===== config.mk =====
export PLATFORM = sky130hd
export DESIGN_NAME = fifo_wr_arbiter
export DESIGN_NICKNAME = d
export VERILOG_FILES = /design/src/rtl/fifo_wr_arbiter.sv
export SDC_FILE = /design/constraint.sdc
export NUM_CORES = 1
export LEC_CHECK = 0
export CAP_MARGIN = 20
export CORE_MARGIN = 3
export CORE_UTILIZATION = 47
export DETAILED_ROUTE_END_ITERATION = 8
export PLACE_DENSITY = 0.92
export SETUP_SLACK_MARGIN = 0.2
export SYNTH_ARGS = -nofsm -noshare
export SYNTH_HDL_FRONTEND = slang
export SYNTH_SLANG_ARGS = --single-unit

===== constraint.sdc =====
create_clock -name w_clk -period 3.9 [get_ports w_clk]
set_input_delay 0.78 -clock w_clk [delete_from_list [all_inputs] [get_ports w_clk]]
set_output_delay 0.78 -clock w_clk [all_outputs]
set_load 0.05 [all_outputs]

===== src/rtl/fifo_wr_arbiter.sv =====
// Round-robin write-port scheduler for the async FIFO (w_clk domain).
// Each owner may write up to BURST words back-to-back; a full FIFO stalls writes without releasing ownership.
module fifo_wr_arbiter #(
  parameter int NREQ  = 4,
  parameter int fw    = 8,
  parameter int BURST = 4,
  parameter int CW    = 16,
  localparam int OW   = (NREQ > 1) ? $clog2(NREQ) : 1
) (
  input  logic               w_clk,
  input  logic               rst,
  input  logic [NREQ-1:0]    req,
  input  logic [NREQ*fw-1:0] req_data,
  input  logic               full,
  output logic [NREQ-1:0]    gnt,
  output logic               wr,
  output logic [fw-1:0]      wdata,
  output logic [OW-1:0]      owner,
  output logic               busy,
  output logic [CW-1:0]      wr_count,
  output logic [CW-1:0]      stall_count
);

  localparam int BW = (BURST > 1) ? $clog2(BURST) : 1;
  localparam logic [BW-1:0] LAST = BW'(BURST - 1);

  typedef enum logic {IDLE, BUSY} state_t;

  state_t          state, state_nx;
  logic [OW-1:0]   owner_nx;
  logic [BW-1:0]   burst_cnt, burst_nx;
  logic            own_req, grant_now, stall, handoff;
  logic [OW-1:0]   idx, rr_pick;
  logic            rr_found;

  assign own_req   = req[owner];
  assign grant_now = (state == BUSY) && own_req && !full;
  assign stall     = (state == BUSY) && own_req && full;
  assign handoff   = (grant_now && (burst_cnt == LAST)) || !own_req;

  // First requester after the current owner, excluding the owner itself.
  always_comb begin
    idx      = owner;
    rr_pick  = owner;
    rr_found = 1'b0;
    for (int i = 1; i < NREQ; i++) begin
      idx = OW'((int'(owner) + i) % NREQ);
      if (!rr_found && req[idx]) begin
        rr_pick  = idx;
        rr_found = 1'b1;
      end
    end
  end

  always_ff @(posedge w_clk or posedge rst) begin
    if (rst) begin
      state     <= IDLE;
      owner     <= OW'(NREQ - 1);
      burst_cnt <= '0;
    end else begin
      state     <= state_nx;
      owner     <= owner_nx;
      burst_cnt <= burst_nx;
    end
  end

  always_comb begin
    state_nx = state;
    owner_nx = owner;
    burst_nx = burst_cnt;
    case (state)
      IDLE: begin
        if (|req) begin
          state_nx = BUSY;
          burst_nx = '0;
          if (rr_found) owner_nx = rr_pick;
        end
      end
      BUSY: begin
        if (handoff) begin
          burst_nx = '0;
          if (rr_found) owner_nx = rr_pick;
          else if (!own_req) state_nx = IDLE;
        end else if (grant_now) begin
          burst_nx = burst_cnt + 1'b1;
        end
      end
      default: state_nx = IDLE;
    endcase
  end

  always_comb begin
    gnt = '0;
    if (grant_now) gnt[owner] = 1'b1;
    wr    = |gnt;
    busy  = (state == BUSY);
    wdata = busy ? req_data[int'(owner)*fw +: fw] : '0;
  end

  // Statistics wrap naturally at 2^CW.
  always_ff @(posedge w_clk or posedge rst) begin
    if (rst) begin
      wr_count    <= '0;
      stall_count <= '0;
    end else begin
      if (wr)    wr_count    <= wr_count + 1'b1;
      if (stall) stall_count <= stall_count + 1'b1;
    end
  end

endmodule


# Word-level counts from Yosys, hierarchy flattened
# Cells that the tools add are included.
# op_classes
n_addsub,6
magnitude_cmp,5
eq_ne,4
n_shift,1
n_mux,31
bitwise,1
reduce_logical,16
# ops
cell,count
$add A16 B1 Y16 const B,2
$shiftx A32 B6 Y8,1
$mux W2,9
$lt A2 B3 Y1 const B,4
$mux W1,12
$bmux W1 S2,4
$mux W8,1
$pmux W2 S2,2
$reduce_or A4 Y1,2
$logic_and A1 B1 Y1,7
$add A2 B1 Y2 const B,2
$add A2 B2 Y2 const B,2
$logic_not A1 Y1,4
$mux W4,1
$reduce_and A2 Y1,2
$ne A3 B1 Y1 const B,1
$demux W1 S2,1
$eq A2 B2 Y1 const B,1
$ge A2 B1 Y1 const B,1
$ne A2 B1 Y1 const B,1
$ne A2 B2 Y1 const B,1
$pmux W1 S2,1
$logic_or A1 B1 Y1,1
$not A1 Y1,1
# word_totals
ff_bits,37
in_bits,39
out_inout_bits,48
elab_cells,69

# Depth between registers and ports, before layout
# Gate-level depths: netlist of the first run.
# logic_depth
depth_word,13
depth_mapped,10
ltp_nobuf,7

# Worst setup path after synthesis of the first run
# No wires, ideal clock.
# synth_timing
kind,register -> output
from,register owner[0]
to,output wr
arrival_ns,2.251
required_time_ns,3.120
setup_slack_ns,0.869
stages_incl_launch_ff,8
path_buffers,3
cell_sequence,dfstp_2 -> buf_6 -> buf_2 -> inv_1 -> ha_1 -> or4_1 -> and2_4 -> buf_6
# synth_between
elab_chain_len,6
elab_cells_between_ends,11
classes_between,2 x order compare; 5 x mux; 4 x reduce/logical
# synth_rtl
item,line,rtl
"start, declared",18,"output logic [OW-1:0] owner,"
"start signal, assigned",58,owner <= OW'(NREQ - 1);
"start signal, assigned",62,owner <= owner_nx;
$lt A2 B3 Y1 (implied by the code) (tied with other cells),94,if (grant_now) gnt[owner] = 1'b1;
$logic_and A1 B1 Y1 (implied by the code) / $mux W1 (equally long branches),"94, 36",
$mux W1 (implied by the code) / $logic_and A1 B1 Y1 (equally long branches),"94, 37",
$demux W1 S2 / $logic_and A1 B1 Y1 (equally long branches),"94, 37",
$mux W4 (*),94,
$reduce_or A4 Y1 (*),95,wr = |gnt;
"end, declared",16,"output logic wr,"
# Mark *: on every way between the ends. The rest lies on a longest branch, timed or not. The select of a mux whose other input is x is not followed.

# Worst setup path in the final report of the first run
# layout_timing
from,register owner[0]
to,output wdata[1]
# layout_between
elab_chain_len,2
# layout_rtl
item,line,rtl
$shiftx A32 B6 Y8,97,wdata = busy ? req_data[int'(owner)*fw +: fw] : '0;
$mux W8,97,
"end, declared",17,"output logic [fw-1:0] wdata,"
# Every way passes these cells.

==> results of run 1 <==
## cell usage in the layout, fill, tap and decap left out, drive strengths merged, types with 2 or more instances in the layout
cell type and instances:
clkdlybuf4s50 81, nand2 11, nand2b 2, bufinv 2
and3 3, and4 3, mux2 3, a21oi 5
and2 13, nor3 5, nor2 12, or4 2
xor2 10, buf 6, ha 7, o21ai 3
inv 8, nand3 13, xnor2 21, mux4 12
clkbuf 5, dfstp 2, dfrtp 35, nand4 9
## final timing paths
path	cells past startpoint	startpoint	slack (ns)	to
min in group asynchronous	2	rst	0.82	wr_count[14]
max in group asynchronous	3	rst	2.33	owner[1]
worst min register to register	1	stall_count[15]	0.47	stall_count[15]
worst min-delay path	1	stall_count[15]	0.47	stall_count[15]
worst max register to register	7	owner[0]	1.15	wr_count[15]
worst max-delay path	3	owner[0]	0.43	wdata[1]
## final cells by class
cell class / count / area, um^2 / area share (%)
Clock buffer: 5 / 68.8 / 2.13
Tap cell: 52 / 65.1 / 2.01
Inverter: 8 / 30.0 / 0.928
Timing Repair Buffer: 87 / 856 / 26.4
Clock inverter: 3 / 65.1 / 2.01
Multi-Input combinational cell: 144 / 1220 / 37.8
Sequential cell: 37 / 928 / 28.7
## synth_stat cells (5+ instances only)
master,count
a21oi_1,5
nor2_1,12
xor2_1,10
nand2_1,11
and2_1,12
mux4_1,6
xnor2_1,21
inv_1,8
ha_1,7
nand4_1,6
dfrtp_1,35
mux4_2,6
nand3_1,12
nor3_1,5
## layer usage
layer | vias up | GRT usage (%) | wire, um
met5 | - | 0 | 0
met4 | 0 | 5.14 | 55
met3 | 8 | 3.74 | 215
met2 | 48 | 39.8 | 3170
met1 | 949 | 25.5 | 2210
li1 | 879 | - | -
## per-stage QoR
step	cell area, um^2	hold slack [ns]
CTS	3240	0.478
detailed placement	3100	0.467
floorplan	2240	0.469
finish	3240	0.471
global route	3240	0.504
global placement	3100	0.457
## cell families (layout without fill, tap and decap cells)
logic type,Yosys count,count (layout),synth area share [%]
mux,16,16,15.2
simple gates,78,78,20.3
compound gates,12,12,3.13
xor+xnor,31,31,12.1
fa+ha+maj,7,7,3.92
flops,37,37,41.5
buf+inv,15,103,3.75
## power by group through the flow
| stage | sequential [W] | clock (W) | combinational (W) |
|---|---|---|---|
| 2_1_floorplan | 0.000774 | 0 | 0.000718 |
| 3_3_place_gp | 0.000625 | 0 | 0.00119 |
| 3_5_place_dp | 0.000628 | 0 | 0.00123 |
| 4_1_cts | 0.000623 | 0.000396 | 0.00123 |
| 5_1_grt | 0.000645 | 0.000413 | 0.00130 |
| 6_report | 0.000625 | 0.000393 | 0.00123 |
## sequential cells by signal (all words and copies together) (netlist names)
signal,flops
wr_count,16
busy,1
stall_count,16
owner,2
burst_cnt,2
## worst max-delay path, stage by stage, from the launching register on
cell and delay, ns:
dfstp_2 0.89, mux4_1 0.64, and2_1 0.17, clkdlybuf4s50_1 0.69
==> qor.csv, run 1 <==
stage,metric,value,unit
run_status,outcome,"finished, final reports clean",
floorplanning,Core Box Area,0.00447,mm^2
logic_synthesis,largest cells by area after synthesis,"dfrtp_1 39%, xnor2_1 8.2%, mux4_1 7.1%, mux4_2 6.0%, ha_1 3.9%",
sta,Setup WS post-layout,0.434,ns
route,per-cell routed wire length,16.8,um
logic_synthesis,Post-synth ARST share,100,%
power,maximum vdd ir drop,0.640,mV
final_layout,fraction of layout cells with a size suffix above 1,10.9,%
route,DRT Pass-1 Iters,4,
final_layout,Final Non-Filler Cells,336,
placed_design,port bufs,86,
logic_synthesis,register area share after synthesis,41.5,%
route,drt via density,5.61,
power,Comb power frac,54.7,%
logic_synthesis,synthesized area,0.00224,mm^2
route,DR DRC count,0,
route,DR iter-0 viols,93,
logic_synthesis,syn avg cell area,11.4,um^2
cts,Post-CTS Resized,0,
power,internal power,0.00124,W
cts,clock tree from TritonCTS,built,
sta,final setup fails,0,
sta,worst slew pin tran,0.550,ns
final_layout,ANT cells,0,
sta,RSZ-0062 raised after global routing,false,
floorplanning,DIE WIDTH,75.0,um
power,switch share,44.8,%
grt,vias in the first global route,1857,
grt,grt ovf,0,
sta,"Hold Vio Cnt, Final",0,
final_layout,Fillers,327,
power,power per cell area,694,mW/mm^2
sta,fin crit share,88.9,%
floorplanning,I/O pin cnt,87,
sta,Rel. slew slack,63.4,%
placed_design,post-DP HPWL,4.39,mm
cts,Sink Count,37,
floorplanning,Starting Density,50.0,%
grt,gr usage total,21.4,%
logic_synthesis,Main synth FF type,dfrtp_1,
cts,H-Tree Depth,2,
sta,setup tns final,0,ns
cts,Clock transition at path regs,0.08,ns
power,clock power share,17.5,%
power,leakage power,1.42,nW
placed_design,worst slack at placement,0.534,ns
power,sequential share of power,27.8,%
critical_path,Critical Path End Type,output pin,
logic_synthesis,Synth Register Bits,37,
grt,largest net degree at the start of global routing,27,
logic_synthesis,area share of the largest cell type after synthesis,39.2,%
power,sw power,0.00101,W
flow_run,MaxCap Viol Count,0,
route,final wirelength,5.65,mm
floorplanning,Die Area,0.00562,mm^2
cts,Post-CTS Setup Inserts,0,
critical_path,crit-path max FO,21,
placed_design,Final GP Congestion,0.805,
floorplanning,Cell Rows,24,
power,"Power, Total",0.00225,W
hold_path,Hold/Removal Path Class,flip-flop to flip-flop,
grt,first-pass GRT wire length,9.18,mm
cts,Clock Path Buffers,2,
placed_design,placed insts,328,
final_layout,area growth from synthesis to layout,44.8,%
cts,CTS Hold Buffers Added,0,
logic_synthesis,Yosys warning count,0,
critical_path,CP Launch Type,flip-flop,
logic_synthesis,"EDFF count, synth",0,
logic_synthesis,Cells after Synth,196,
final_layout,final core utilization,72.3,%
route,Antenna Violating Nets Remaining,0,
cts,root buffer cell,clkbuf_8,
cts,Worst-Skew Late Latency,0.28,ns
floorplanning,Die Y,75.0,um
critical_path,WS Path Type,flip-flop to output pin,
sta,post-layout minimum cycle time,3.47,ns
sta,f_max,289,MHz
logic_synthesis,cell taking the most area after synthesis,dfrtp_1,
logic_synthesis,Synth cell types,39,
final_layout,NumNets Final,329,
route,vias,1884,
logic_synthesis,Post-Syn Nets,242,
critical_path,Critical Path RT,3.12,ns
sta,fin. max-slew vios,0,
cts,CTS Buf Count,5,
sta,skew final,0.00628,ns
critical_path,Worst EP arrival,2.69,ns
grt,initial antenna violation count,0,
No activity file was read; power rests on OpenSTA's default activity.
==> run 2: changes to the inputs <==
Settings changed: CORE_MARGIN 3 to default, SLEW_MARGIN from default to 25.
==> run 2 against run 1 <==
  * The run now ends with design-rule violations left
  * Non-clock buffer count did not move
  * Fmax is 0.32% higher
  * Sequential share of layout area increased by 0.16 points
  * Clock power shrank 13%
  * Clock skew shrank 0.0023 ns
  * First-iteration DRC count decreased by 18%
  * Via count is 3.4% lower
  * Worst setup slack better by 0.011 ns
  * Clock-buffer cell count up 2
  * Critical endpoint is now wdata[2]
  * Largest cell class unchanged
  * Largest power group unchanged
==> qor.csv, run 2 (synthesis results as in run 1) <==
stage,metric,value,unit,change
sta,"Hold Vio Cnt, Final",0,,unchanged
critical_path,Critical Path End Type,output pin,,
placed_design,Final GP Congestion,0.884,,+9.8%
hold_path,HP Start,stall_count[15],,
cts,clock tree from TritonCTS,built,,
critical_path,Crit-path slowest cell,dfstp_2,,
grt,initial antenna violation count,0,,unchanged
route,DR DRC count,5,,+5
sta,skew final,0.00400,ns,-0.00228 ns
final_layout,storage element area,928,um^2,unchanged
run_status,violated checks,design-rule violations,,
cts,CTS Hold Buffers Added,0,,unchanged
critical_path,CP bufs+invs,1,,unchanged
cts,Post-CTS Resized,0,,unchanged
grt,largest net degree at the start of global routing,38,,+41%
sta,final setup fails,0,,unchanged
placed_design,post-DP HPWL,3.78,mm,-14%
final_layout,top flop regs,"stall_count x16, wr_count x16",,
floorplanning,Die Area,0.00504,mm^2,-10%
floorplanning,Starting Density,50.0,%,unchanged
route,per-cell routed wire length,14.9,um,-12%
route,DRT Pass-1 Iters,6,,+2
route,DR top layer,met4,,
route,DR iter-0 viols,76,,-18%
critical_path,R2R Path Start,owner[0],,
grt,vias in the first global route,1838,,-1.0%
final_layout,fraction of layout cells with a size suffix above 1,10.6,%,-0.35 points
power,power per cell area,674,mW/mm^2,-2.9%
sta,setup tns final,0,ns,unchanged
sta,post-layout minimum cycle time,3.45,ns,-0.0109 ns
final_layout,final core utilization,72.0,%,-0.39 points
route,final wirelength,4.99,mm,-12%
critical_path,Critical Path RT,3.12,ns,about the same
floorplanning,DIE WIDTH,71.0,um,-5.3%
flow_run,MaxCap Viol Count,0,,unchanged
sta,Setup WS post-layout,0.445,ns,+0.0109 ns
grt,grt ovf,0,,unchanged
floorplanning,Core Box Area,0.00447,mm^2,unchanged
grt,first-pass GRT wire length,8.45,mm,-8.0%
sta,fin. max-slew vios,0,,unchanged
cts,Clock transition at path regs,0.07,ns,about the same
final_layout,area growth from synthesis to layout,44.0,%,
final_layout,ANT cells,0,,unchanged
cts,Sink Count,37,,unchanged
critical_path,CP Launch Type,flip-flop,,
sta,RSZ-0062 raised after global routing,false,,
floorplanning,Die Y,71.0,um,-5.3%
critical_path,max incr delay on CP,0.88,ns,about the same
final_layout,most frequent cells in the layout,"81 x clkdlybuf4s50_1, 35 x dfrtp_1, 21 x xnor2_1",,
critical_path,CP startpoint,owner[0],,
critical_path,cell family with most CP delay,flip-flops,,
cts,CTS Buf Count,5,,unchanged
final_layout,Multi-input gate area,0.00122,mm^2,unchanged
critical_path,crit-path max FO,21,,unchanged
sta,worst slew pin tran,0.533,ns,-0.0167 ns
route,Routed met2 length,2.61,mm,-18%
critical_path,CP Cell Sequence,mux4_1 -> and2_1 -> clkdlybuf4s50_1,,
power,maximum vdd ir drop,0.503,mV,-21%
sta,Rel. slew slack,64.5,%,+1.1 points
run_status,outcome,"complete, but fails checks",,
route,wire length on met3,208,um,-3.3%
sta,hold_ws,0.470,ns,-0.00123 ns
route,drt via density,5.42,,-3.4%
cts,Clock Path Buffers,2,,unchanged
hold_path,Hold/Removal Path Class,flip-flop to flip-flop,,
grt,gr usage total,21.7,%,+0.32 points
sta,f_max,289,MHz,+0.32%
final_layout,NumNets Final,329,,unchanged
final_layout,Fillers,333,,+1.8%
critical_path,WS Path Type,flip-flop to output pin,,
cts,Worst-Skew Late Latency,0.29,ns,about the same
floorplanning,I/O pin cnt,87,,unchanged
critical_path,Worst EP arrival,2.67,ns,-0.02 ns
floorplanning,Cell Rows,24,,unchanged
route,vias,1820,,-3.4%
placed_design,worst slack at placement,0.577,ns,+0.0432 ns
cts,Post-CTS Setup Inserts,0,,unchanged
sta,fin crit share,88.6,%,-0.28 points
power,leakage power,1.41,nW,-0.68%
cts,root buffer cell,clkbuf_8,,
final_layout,"most common cell after layout, fill and taps aside",clkdlybuf4s50_1,,
cts,H-Tree Depth,2,,unchanged
route,met1 wire length,2.09,mm,-5.6%
route,Antenna Violating Nets Remaining,0,,unchanged
placed_design,port bufs,86,,unchanged
run 2: changes by cell type in the layout (fill, tap and decap cells not counted), sizes merged:
| cell | change |
|---|---|
| clkbuf | +2 |
| bufinv | -1 |
| clkinv | -1 |
run 2: where the power goes:
group	internal [W]	switching [W]	leakage, nW
sequential	0.000468	0.000156	0.471
clock	0.000208	0.000133	0.0585
combinational	0.000517	0.000687	0.880
total	0.00119	0.000976	1.41
run 2: cell type report:
type,instances,share of cell area [%]
clock buffer,7,2.68
clock inverter,1,0.933
inverter,8,0.933
multi-input combinational,144,38.0
sequential,37,28.8
tap,52,2.02
timing repair buffer,87,26.6
run 2: path summary, 6_finish.rpt:
| check | slack (ns) | cells past startpoint | end |
|---|---|---|---|
| hold / removal | 0.47 | 1 | stall_count[15] |
| min in group asynchronous | 0.91 | 3 | stall_count[9] |
| max in group asynchronous | 2.64 | 3 | owner[0] |
| hold reg to reg | 0.47 | 1 | stall_count[15] |
| setup / recovery | 0.45 | 3 | wdata[2] |
| setup reg to reg | 1.18 | 7 | wr_count[9] |
run 2: routing by layer:
| metal | GRT usage, % | vias up |
|---|---|---|
| met2 | 36.6 | 43 |
| li1 | - | 880 |
| met3 | 6.41 | 10 |
| met1 | 26.5 | 887 |
| met5 | 0 | - |
| met4 | 8.22 | 0 |
run 2: stage by stage:
stage	total power, W	instance area, um^2	instances
2_1_floorplan	0.00149	2240	196
3_3_place_gp	0.00181	3100	328
4_1_cts	0.00218	3220	336
3_5_place_dp	0.00184	3100	328
6_report	0.00217	3220	336
5_1_grt	0.00228	3220	336
